<file path="config.mk">
export PLATFORM = sky130hd
export DESIGN_NAME = prog_loader_flat
export DESIGN_NICKNAME = d
export VERILOG_FILES = /design/src/rtl/prog_loader_if.sv /design/src/rtl/prog_loader.sv /design/src/flat_wrapper.sv
export SDC_FILE = /design/constraint.sdc
export NUM_CORES = 1
export LEC_CHECK = 0
export CORE_MARGIN = 5
export CORE_UTILIZATION = 51
export CTS_CLUSTER_DIAMETER = 150
export CTS_CLUSTER_SIZE = 12
export DETAILED_ROUTE_END_ITERATION = 12
export GPL_TIMING_DRIVEN = 0
export PLACE_DENSITY_LB_ADDON = 0.15
export SYNTH_ARGS = -nofsm -noshare
export SYNTH_HDL_FRONTEND = slang
export SYNTH_SLANG_ARGS = --single-unit
</file>
<file path="constraint.sdc">
create_clock -name clk -period 4.9 [get_ports clk]
set_input_delay 0.98 -clock clk [delete_from_list [all_inputs] [get_ports clk]]
set_output_delay 0.98 -clock clk [all_outputs]
set_load 0.01 [all_outputs]
</file>
<file path="src/rtl/prog_loader_if.sv">
// Boot-loader bus: UART byte stream in, instruction-memory write port and
// boot status out. The master side is the loader, the slave side its environment.
interface prog_loader_if;
  logic        go;
  logic [7:0]  rx_data;
  logic        rx_valid;
  logic        rx_ready;
  logic [9:0]  i_addr;
  logic [31:0] i_wdata;
  logic        i_we;
  logic        start_pulse;
  logic        boot_done;
  logic [31:0] checksum;

  modport master (
    input  go,
    input  rx_data,
    input  rx_valid,
    output rx_ready,
    output i_addr,
    output i_wdata,
    output i_we,
    output start_pulse,
    output boot_done,
    output checksum
  );

  modport slave (
    output go,
    output rx_data,
    output rx_valid,
    input  rx_ready,
    input  i_addr,
    input  i_wdata,
    input  i_we,
    input  start_pulse,
    input  boot_done,
    input  checksum
  );
endinterface

</file>
<file path="src/rtl/prog_loader.sv">
// Program loader: receives a big-endian word count followed by that many
// big-endian words, writes them to instruction memory, then releases the CPU.
module prog_loader (
  input  logic         clk,
  input  logic         rst,
  prog_loader_if.master bus
);

  typedef enum logic [2:0] {
    IDLE,
    LEN,
    DATA,
    WRITE,
    DONE
  } state_t;

  localparam logic [10:0] MAX_WORDS = 11'd1024;

  state_t      state_reg;
  logic [31:0] count_reg;
  logic [31:0] word_reg;
  logic [1:0]  byte_cnt_reg;
  logic [10:0] eff_count_reg;
  // One bit wider than i_addr so index 1023 + 1 compares cleanly to 1024.
  logic [10:0] word_idx_reg;

  logic        rx_ready_reg;
  logic [9:0]  i_addr_reg;
  logic [31:0] i_wdata_reg;
  logic        i_we_reg;
  logic        start_pulse_reg;
  logic        boot_done_reg;
  logic [31:0] checksum_reg;

  logic        byte_take;
  logic [31:0] count_next;
  logic [31:0] word_next;
  logic [10:0] eff_count_next;
  logic [10:0] word_idx_next;

  always_comb begin
    byte_take      = bus.rx_valid && rx_ready_reg;
    count_next     = {count_reg[23:0], bus.rx_data};
    word_next      = {word_reg[23:0], bus.rx_data};
    eff_count_next = (count_next > 32'd1024) ? MAX_WORDS : count_next[10:0];
    word_idx_next  = word_idx_reg + 11'd1;
  end

  always_ff @(posedge clk or posedge rst) begin
    if (rst) begin
      state_reg       <= IDLE;
      count_reg       <= '0;
      word_reg        <= '0;
      byte_cnt_reg    <= '0;
      eff_count_reg   <= '0;
      word_idx_reg    <= '0;
      rx_ready_reg    <= 1'b0;
      i_addr_reg      <= '0;
      i_wdata_reg     <= '0;
      i_we_reg        <= 1'b0;
      start_pulse_reg <= 1'b0;
      boot_done_reg   <= 1'b0;
      checksum_reg    <= '0;
    end else begin
      case (state_reg)
        IDLE: begin
          if (bus.go) begin
            state_reg    <= LEN;
            rx_ready_reg <= 1'b1;
            count_reg    <= '0;
            byte_cnt_reg <= '0;
            word_idx_reg <= '0;
          end
        end

        LEN: begin
          if (byte_take) begin
            count_reg    <= count_next;
            byte_cnt_reg <= byte_cnt_reg + 2'd1;
            if (byte_cnt_reg == 2'd3) begin
              eff_count_reg <= eff_count_next;
              if (count_next == 32'd0) begin
                state_reg       <= DONE;
                rx_ready_reg    <= 1'b0;
                start_pulse_reg <= 1'b1;
                boot_done_reg   <= 1'b1;
              end else begin
                state_reg <= DATA;
              end
            end
          end
        end

        DATA: begin
          if (byte_take) begin
            word_reg     <= word_next;
            byte_cnt_reg <= byte_cnt_reg + 2'd1;
            if (byte_cnt_reg == 2'd3) begin
              state_reg    <= WRITE;
              rx_ready_reg <= 1'b0;
              i_we_reg     <= 1'b1;
              i_addr_reg   <= word_idx_reg[9:0];
              i_wdata_reg  <= word_next;
            end
          end
        end

        WRITE: begin
          // The memory samples the word on this edge, so the sum moves with it.
          i_we_reg     <= 1'b0;
          checksum_reg <= checksum_reg + i_wdata_reg;
          if (word_idx_next == eff_count_reg) begin
            state_reg       <= DONE;
            start_pulse_reg <= 1'b1;
            boot_done_reg   <= 1'b1;
          end else begin
            word_idx_reg <= word_idx_next;
            state_reg    <= DATA;
            rx_ready_reg <= 1'b1;
          end
        end

        DONE: begin
          start_pulse_reg <= 1'b0;
        end

        default: begin
          state_reg    <= IDLE;
          rx_ready_reg <= 1'b0;
          i_we_reg     <= 1'b0;
        end
      endcase
    end
  end

  assign bus.rx_ready    = rx_ready_reg;
  assign bus.i_addr      = i_addr_reg;
  assign bus.i_wdata     = i_wdata_reg;
  assign bus.i_we        = i_we_reg;
  assign bus.start_pulse = start_pulse_reg;
  assign bus.boot_done   = boot_done_reg;
  assign bus.checksum    = checksum_reg;

endmodule

</file>
<file path="src/flat_wrapper.sv">
// flat-port wrapper written by rule: the top's interface ports become plain ports
module prog_loader_flat 
  (clk, rst, bus_go, bus_rx_data, bus_rx_valid, bus_rx_ready, bus_i_addr, bus_i_wdata, bus_i_we, bus_start_pulse, bus_boot_done, bus_checksum);
  prog_loader_if bus_i ();
  input  logic clk;
  input  logic rst;
  input wire logic [$bits(bus_i.go)-1:0] bus_go;
  input wire logic [$bits(bus_i.rx_data)-1:0] bus_rx_data;
  input wire logic [$bits(bus_i.rx_valid)-1:0] bus_rx_valid;
  output wire logic [$bits(bus_i.rx_ready)-1:0] bus_rx_ready;
  output wire logic [$bits(bus_i.i_addr)-1:0] bus_i_addr;
  output wire logic [$bits(bus_i.i_wdata)-1:0] bus_i_wdata;
  output wire logic [$bits(bus_i.i_we)-1:0] bus_i_we;
  output wire logic [$bits(bus_i.start_pulse)-1:0] bus_start_pulse;
  output wire logic [$bits(bus_i.boot_done)-1:0] bus_boot_done;
  output wire logic [$bits(bus_i.checksum)-1:0] bus_checksum;
  assign bus_i.go = bus_go;
  assign bus_i.rx_data = bus_rx_data;
  assign bus_i.rx_valid = bus_rx_valid;
  assign bus_rx_ready = bus_i.rx_ready;
  assign bus_i_addr = bus_i.i_addr;
  assign bus_i_wdata = bus_i.i_wdata;
  assign bus_i_we = bus_i.i_we;
  assign bus_start_pulse = bus_i.start_pulse;
  assign bus_boot_done = bus_i.boot_done;
  assign bus_checksum = bus_i.checksum;
  prog_loader u_core (.clk(clk), .rst(rst), .bus(bus_i));
endmodule
</file>
==> impl_metrics.csv, run 1 <==
group,metric,value,unit
synthesis,synth_common_cells,"dfrtp_1, nand2_1, mux2_2",
routing,vias_per_cell,6.03,
synthesis,synth.area.mux_share,9.51,%
setup_path,crit_path_max_incr_delay,0.62,ns
worst_hold_path,hp-start,"u_core.bus.checksum[31]",
setup_path,crit_start,"u_core.bus.checksum[0]",
final_layout,layout-drive-gt1-share,13.8,%
run_status,status,"complete, no violations",
cts,post_cts_buffers,0,
routing,top_layer,"met4",
routing,routed_wl,19700,µm
final_layout,final_nets,897,
routing,firstDrtPassIters,5,
cts,clkSlewWorstSetupHoldPaths,0.07,ns
die,die_w,135,µm
setup_path,crit_path_cell_trace,"ha_1 -> inv_1 -> fa_1 -> nor2b_1 -> o211ai_1 -> a21boi_0 -> o211ai_1 -> a211oi_1 -> nor3_1 -> o41a_1 -> nand3_1",
timing,relSlewSlack,34.4,%
synthesis,synth_area_leader_cell,"dfrtp_1",
routing,route.met2.wl,9240,µm
synthesis,postSynth.asyncResetShare,100,%
cts,cts_tree,"built",
power_and_ir_drop,power_density,272,nW/µm²
cts,htreeDepth,4,
routing,via_count,6346,
setup_path,path_class,"reg2reg",
synthesis,ys_seq_area_share,48.4,%
cts,cts_sinks,153,
die,core_area,15200,µm²
placed_design,dp_cells,1020,
placed_design,port_buffers,89,
global_routing,antenna_found_initial,0,
timing,timing_hold_violations_final,0,
cts,cts_max_path_buffers,2,
setup_path,cp.required,5.27,ns
routing,wirelength_met1,9010,µm
setup_path,cpMaxStageDelayCell,"a211oi_1",
die,die_h,135,µm
synthesis,synth_fa_ha_area_share,5.47,%
timing,finalSetupViolCount,0,
synthesis,synth-edff-count,0,
global_routing,grt_pass1_vias,6265,
timing,fin_skew,0.0108,ns
power_and_ir_drop,ir_drop,0.000251,V
routing,drtIter0Drc,376,
timing,period_minus_slack,3.38,ns
cts,insertion_delay,0.43,ns
die,ios,90,
die,rows,45,
synthesis,yosys_warnings,0,
timing,rsz0062_at_grt,"no",
job,maxCapViolCount,0,
final_layout,stdcell_count,1052,
timing,fin_ws,1.52,ns
setup_path,worst_setup_path_start_kind,"flop",
global_routing,grt_pass1_wl,32600,µm
die,die-area,18100,µm²
synthesis,synth_xor_area_share,3.65,%
synthesis,synth_most_common_cell,"dfrtp_1",
routing,route.met3.wl,1120,µm
global_routing,grt_start_max_net_pins,39,
synthesis,synth_compound_area_share,18.5,%
final_layout,insertedDiodeCount,0,
global_routing,gr-usage-all-layers,22.5,%
setup_path,worstReg2RegStart,"u_core.bus.checksum[0]",
timing,drv_slew,0,
routing,drc,0,
final_layout,syn_to_final_growth,22.9,%
placed_design,place_ws,1.52,ns
power_and_ir_drop,p_leak,4.59,nW
synthesis,synthTopCellsByArea,"dfrtp_1, mux2_2, ha_1, a22o_1, nand2_1",
synthesis,netlist_area,7910,µm²
power_and_ir_drop,power,2.64,mW
timing,setup_tns,0,ns
synthesis,synth-simple-area-share,11.3,%
synthesis,avgSynthCellArea,10.7,µm²
final_layout,finalCoreUtilization,63.9,%
synthesis,synth-seq-cells,153,
cts,ctsHoldBuffers,0,
routing,wl_per_cell,18.8,µm
final_layout,final_cell_area,9720,µm²
setup_path,end_kind,"flop",
routing,drtAntennaViolNets,0,
placed_design,place_area,9130,µm²
setup_path,crit_path_frequent_cell,"o211ai_1",
synthesis,synth_cell_types,63,
synthesis,synthCells,739,
synthesis,synth_top_area_share,48.4,%
die,initial_core_util,52.0,%
synthesis,synth_ff_type,"dfrtp_1",
placed_design,dp_hpwl,14600,µm
timing,max_freq,296,MHz
worst_hold_path,hp-class,"reg2reg",
synthesis,synth_top_family_by_area,"compound AO/OA/AOI/OAI gates",
cts,root_buffer,"clkbuf_16",
placed_design,gp_congestion,0.964,
cts,cts_buffers,17,
timing,post-route-period-util,68.9,%
setup_path,arrival,3.74,ns
setup_path,cp_max_fo,5,
synthesis,synth_nets,785,
global_routing,grt-ovfl-total,0,
timing,worstMarginPinSlew,0.982,ns
timing,holdWs,0.471,ns
cts,ctsResizeCount,0,
routing by layer:
| metal | track usage, % | vias to the layer above |
|---|---|---|
| li1 | - | 2965 |
| met1 | 30.5 | 3131 |
| met2 | 35.6 | 215 |
| met3 | 5.77 | 35 |
| met4 | 7.24 | 0 |
| met5 | 0 | - |
cell usage in the layout, fill, tap and decap left out, drive strengths merged, types with 4 or more instances in the layout:
cell type      count
a211oi             7
a21boi             6
a21o              20
a21oi             29
a22o              34
a31oi              9
and2               6
and3               6
and4               4
buf               10
clkbuf            50
clkdlybuf4s50     89
clkinvlp           5
dfrtp            153
ha                33
inv               27
mux2              65
nand2             68
nand2b             5
nand3             14
nand4              7
nor2              28
nor3              17
nor4               9
o211ai            10
o21a              10
o21ai             48
o31ai             13
o41ai              4
or2                4
or3                6
xnor2             17
xor2              16
logic make-up after synthesis:
| logic type | after synthesis |
|---|---|
| compound gates | 210 |
| simple gates | 182 |
| flops | 153 |
| mux | 67 |
| buf+inv | 60 |
| fa+ha+maj | 34 |
| xor+xnor | 33 |
area by class of cell:
| cell class | instances | area, µm² |
|---|---|---|
| Buffer | 38 | 168 |
| Clock buffer | 18 | 429 |
| Clock inverter | 14 | 163 |
| Fill cell | 1216 | 5480 |
| Inverter | 22 | 86.3 |
| Multi-Input combinational cell | 526 | 3830 |
| Sequential cell | 153 | 3830 |
| Tap cell | 188 | 235 |
| Timing Repair Buffer | 93 | 978 |
worst max-delay path: cells and delay by family, from the launching register on:
kind	cells	cell delay, ns
AOI/OAI and AO/OA	5	1.70
adders and majority gates	2	0.63
buffers and inverters	1	0.07
DFF	1	0.40
and+or+nand+nor	3	0.51
worst paths after layout:
check	endpoint	slack, ns	cells past startpoint
max	u_core.bus.checksum[30]	1.52	11
max in group asynchronous	u_core.bus.checksum[13]	2.95	4
min in group asynchronous	u_core.bus.i_addr[9]	1.06	2
min	u_core.bus.checksum[31]	0.47	1
max reg2reg	u_core.bus.checksum[30]	1.52	11
min reg2reg	u_core.bus.checksum[31]	0.47	1
report_power, final:
group / leakage [nW] / switching (mW) / internal, mW / total [mW]
Clock: 0.276 / 0.563 / 0.762 / 1.32
Sequential: 2.05 / 0 / 1.26 / 1.26
Combinational: 2.27 / 0.0355 / 0.0164 / 0.0519
(Power assumes the default switching activity.)
==> inputs of run 2 (changes only) <==
--- a/config.mk
+++ b/config.mk
@@ -6,7 +6,7 @@
 export NUM_CORES = 1
 export LEC_CHECK = 0
 export CORE_MARGIN = 5
-export CORE_UTILIZATION = 51
+export CORE_UTILIZATION = 56
 export CTS_CLUSTER_DIAMETER = 150
 export CTS_CLUSTER_SIZE = 12
 export DETAILED_ROUTE_END_ITERATION = 12
==> constraint.sdc (replaced) <==
create_clock -name clk -period 3.52 [get_ports clk]
set_input_delay 0.704 -clock clk [delete_from_list [all_inputs] [get_ports clk]]
set_output_delay 0.704 -clock clk [all_outputs]
set_load 0.01 [all_outputs]
==> run 2 against run 1 <==
  * Critical path depth stayed put
  * Register-to-register slack worse by 1.2 ns
  * Clock power is 39% higher
  * Critical endpoint unchanged
  * Largest power group unchanged
  * Non-clock buffer count is 1 higher
==> impl_metrics.csv, run 2 (synthesis results as in run 1) <==
group,metric,value,unit
worst_hold_path,hp-class,"reg2reg",
routing,drc,0,
power_and_ir_drop,ir_drop,0.000345,V
die,die_h,129,µm
cts,cts_max_path_buffers,2,
routing,route.met3.wl,888,µm
power_and_ir_drop,p_leak,4.59,nW
run_status,status,"complete, no violations",
placed_design,place_area,9090,µm²
global_routing,grt_pass1_wl,33500,µm
routing,top_layer,"met4",
global_routing,grt_pass1_vias,6447,
final_layout,layout-drive-gt1-share,13.4,%
timing,setup_tns,0,ns
final_layout,syn_to_final_growth,22.5,%
global_routing,antenna_found_initial,0,
timing,drv_slew,0,
timing,timing_hold_violations_final,0,
placed_design,gp_congestion,0.948,
setup_path,cp.required,3.87,ns
die,initial_core_util,57.0,%
routing,route.met2.wl,9700,µm
routing,via_count,6367,
cts,cts_buffers,17,
power_and_ir_drop,power_density,377,nW/µm²
routing,wl_per_cell,19.3,µm
routing,wirelength_met1,9210,µm
global_routing,grt_start_max_net_pins,46,
setup_path,end_kind,"flop",
cts,cts_sinks,153,
final_layout,finalCoreUtilization,69.8,%
placed_design,dp_hpwl,14600,µm
timing,fin_skew,0.0103,ns
placed_design,port_buffers,89,
routing,routed_wl,20200,µm
timing,rsz0062_at_grt,"no",
die,die-area,16600,µm²
die,die_w,129,µm
routing,drtIter0Drc,475,
cts,root_buffer,"clkbuf_16",
cts,insertion_delay,0.42,ns
timing,max_freq,311,MHz
timing,post-route-period-util,91.4,%
setup_path,arrival,3.57,ns
global_routing,grt-ovfl-total,0,
die,rows,43,
routing,firstDrtPassIters,7,
die,core_area,13900,µm²
setup_path,worst_setup_path_start_kind,"flop",
timing,period_minus_slack,3.22,ns
timing,finalSetupViolCount,0,
final_layout,stdcell_count,1045,
cts,cts_tree,"built",
cts,clkSlewWorstSetupHoldPaths,0.06,ns
global_routing,gr-usage-all-layers,25.5,%
power_and_ir_drop,power,3.66,mW
setup_path,rr_worst_depth,11,
job,maxCapViolCount,0,
final_layout,layout_commonest_cell,"dfrtp_1",
final_layout,final_cell_mix,"dfrtp_1, clkdlybuf4s50_1, nand2_1, mux2_2, o21ai_0",
routing,drtAntennaViolNets,0,
timing,fin_ws,0.301,ns
cts,htreeDepth,4,
timing,worstMarginPinSlew,0.936,ns
die,ios,90,
setup_path,path_class,"reg2reg",
timing,holdWs,0.480,ns
placed_design,dp_cells,1011,
final_layout,final_cell_area,9690,µm²
timing,relSlewSlack,37.5,%
setup_path,cp_max_fo,5,
routing,vias_per_cell,6.09,
final_layout,final_nets,898,
worst_hold_path,hold_depth,1,
placed_design,place_ws,0.229,ns
[run 2: timing repair]
action	in CTS	in global routing
gates resized for setup	0	1
hold buffers	0	0
setup endpoints to repair	0	5
buffers inserted	0	2
[run 2: final cells by class]
class	instances	area [µm²]
fill	1039	4190
multi-input combinational	526	3840
tap	180	225
buffer	38	168
clock inverter	8	121
clock buffer	23	458
sequential	153	3830
timing repair buffer	94	966
antenna	1	2.50
inverter	22	86.3
[run 2: final timing paths]
kind,start,endpoint,slack [ns]
min,u_core.bus.boot_done,u_core.bus.boot_done,0.48
max reg2reg,u_core.bus.i_wdata[0],u_core.bus.checksum[30],0.30
min reg2reg,u_core.bus.boot_done,u_core.bus.boot_done,0.48
min in group asynchronous,rst,u_core.word_idx_reg[3],0.74
max in group asynchronous,rst,u_core.bus.checksum[7],1.87
max,u_core.bus.i_wdata[0],u_core.bus.checksum[30],0.30
[run 2: layer usage]
layer,global-route usage [%],vias to the layer above
li1,-,2961
met5,0,-
met2,40.6,203
met3,4.15,38
met4,8.96,0
met1,35.5,3165
[run 2: where the power goes]
group / switching [mW] / internal, mW
clock network: 0.702 / 1.13
registers: 0 / 1.76
logic: 0.0477 / 0.0198
total: 0.750 / 2.91
[run 2: critical path, cell delays in order (launching register included)]
cell and delay (ns):
dfrtp_1 0.40, ha_1 0.21, inv_1 0.07, fa_1 0.41, nor2b_1 0.18, o211ai_1 0.10, a21boi_0 0.30, o211ai_1 0.31
a211oi_2 0.47, nor3_1 0.22, o41a_1 0.40, nand3_1 0.08
==> inputs of run 3 (changes only) <==
--- a/config.mk
+++ b/config.mk
@@ -7,7 +7,7 @@
 export LEC_CHECK = 0
 export CORE_MARGIN = 5
 export CORE_UTILIZATION = 56
-export CTS_CLUSTER_DIAMETER = 150
+export CTS_CLUSTER_DIAMETER = 60
 export CTS_CLUSTER_SIZE = 12
 export DETAILED_ROUTE_END_ITERATION = 12
 export GPL_TIMING_DRIVEN = 0
==> results of run 3 <==
No change in the layout: final DEF, timing and power equal those of run 2.
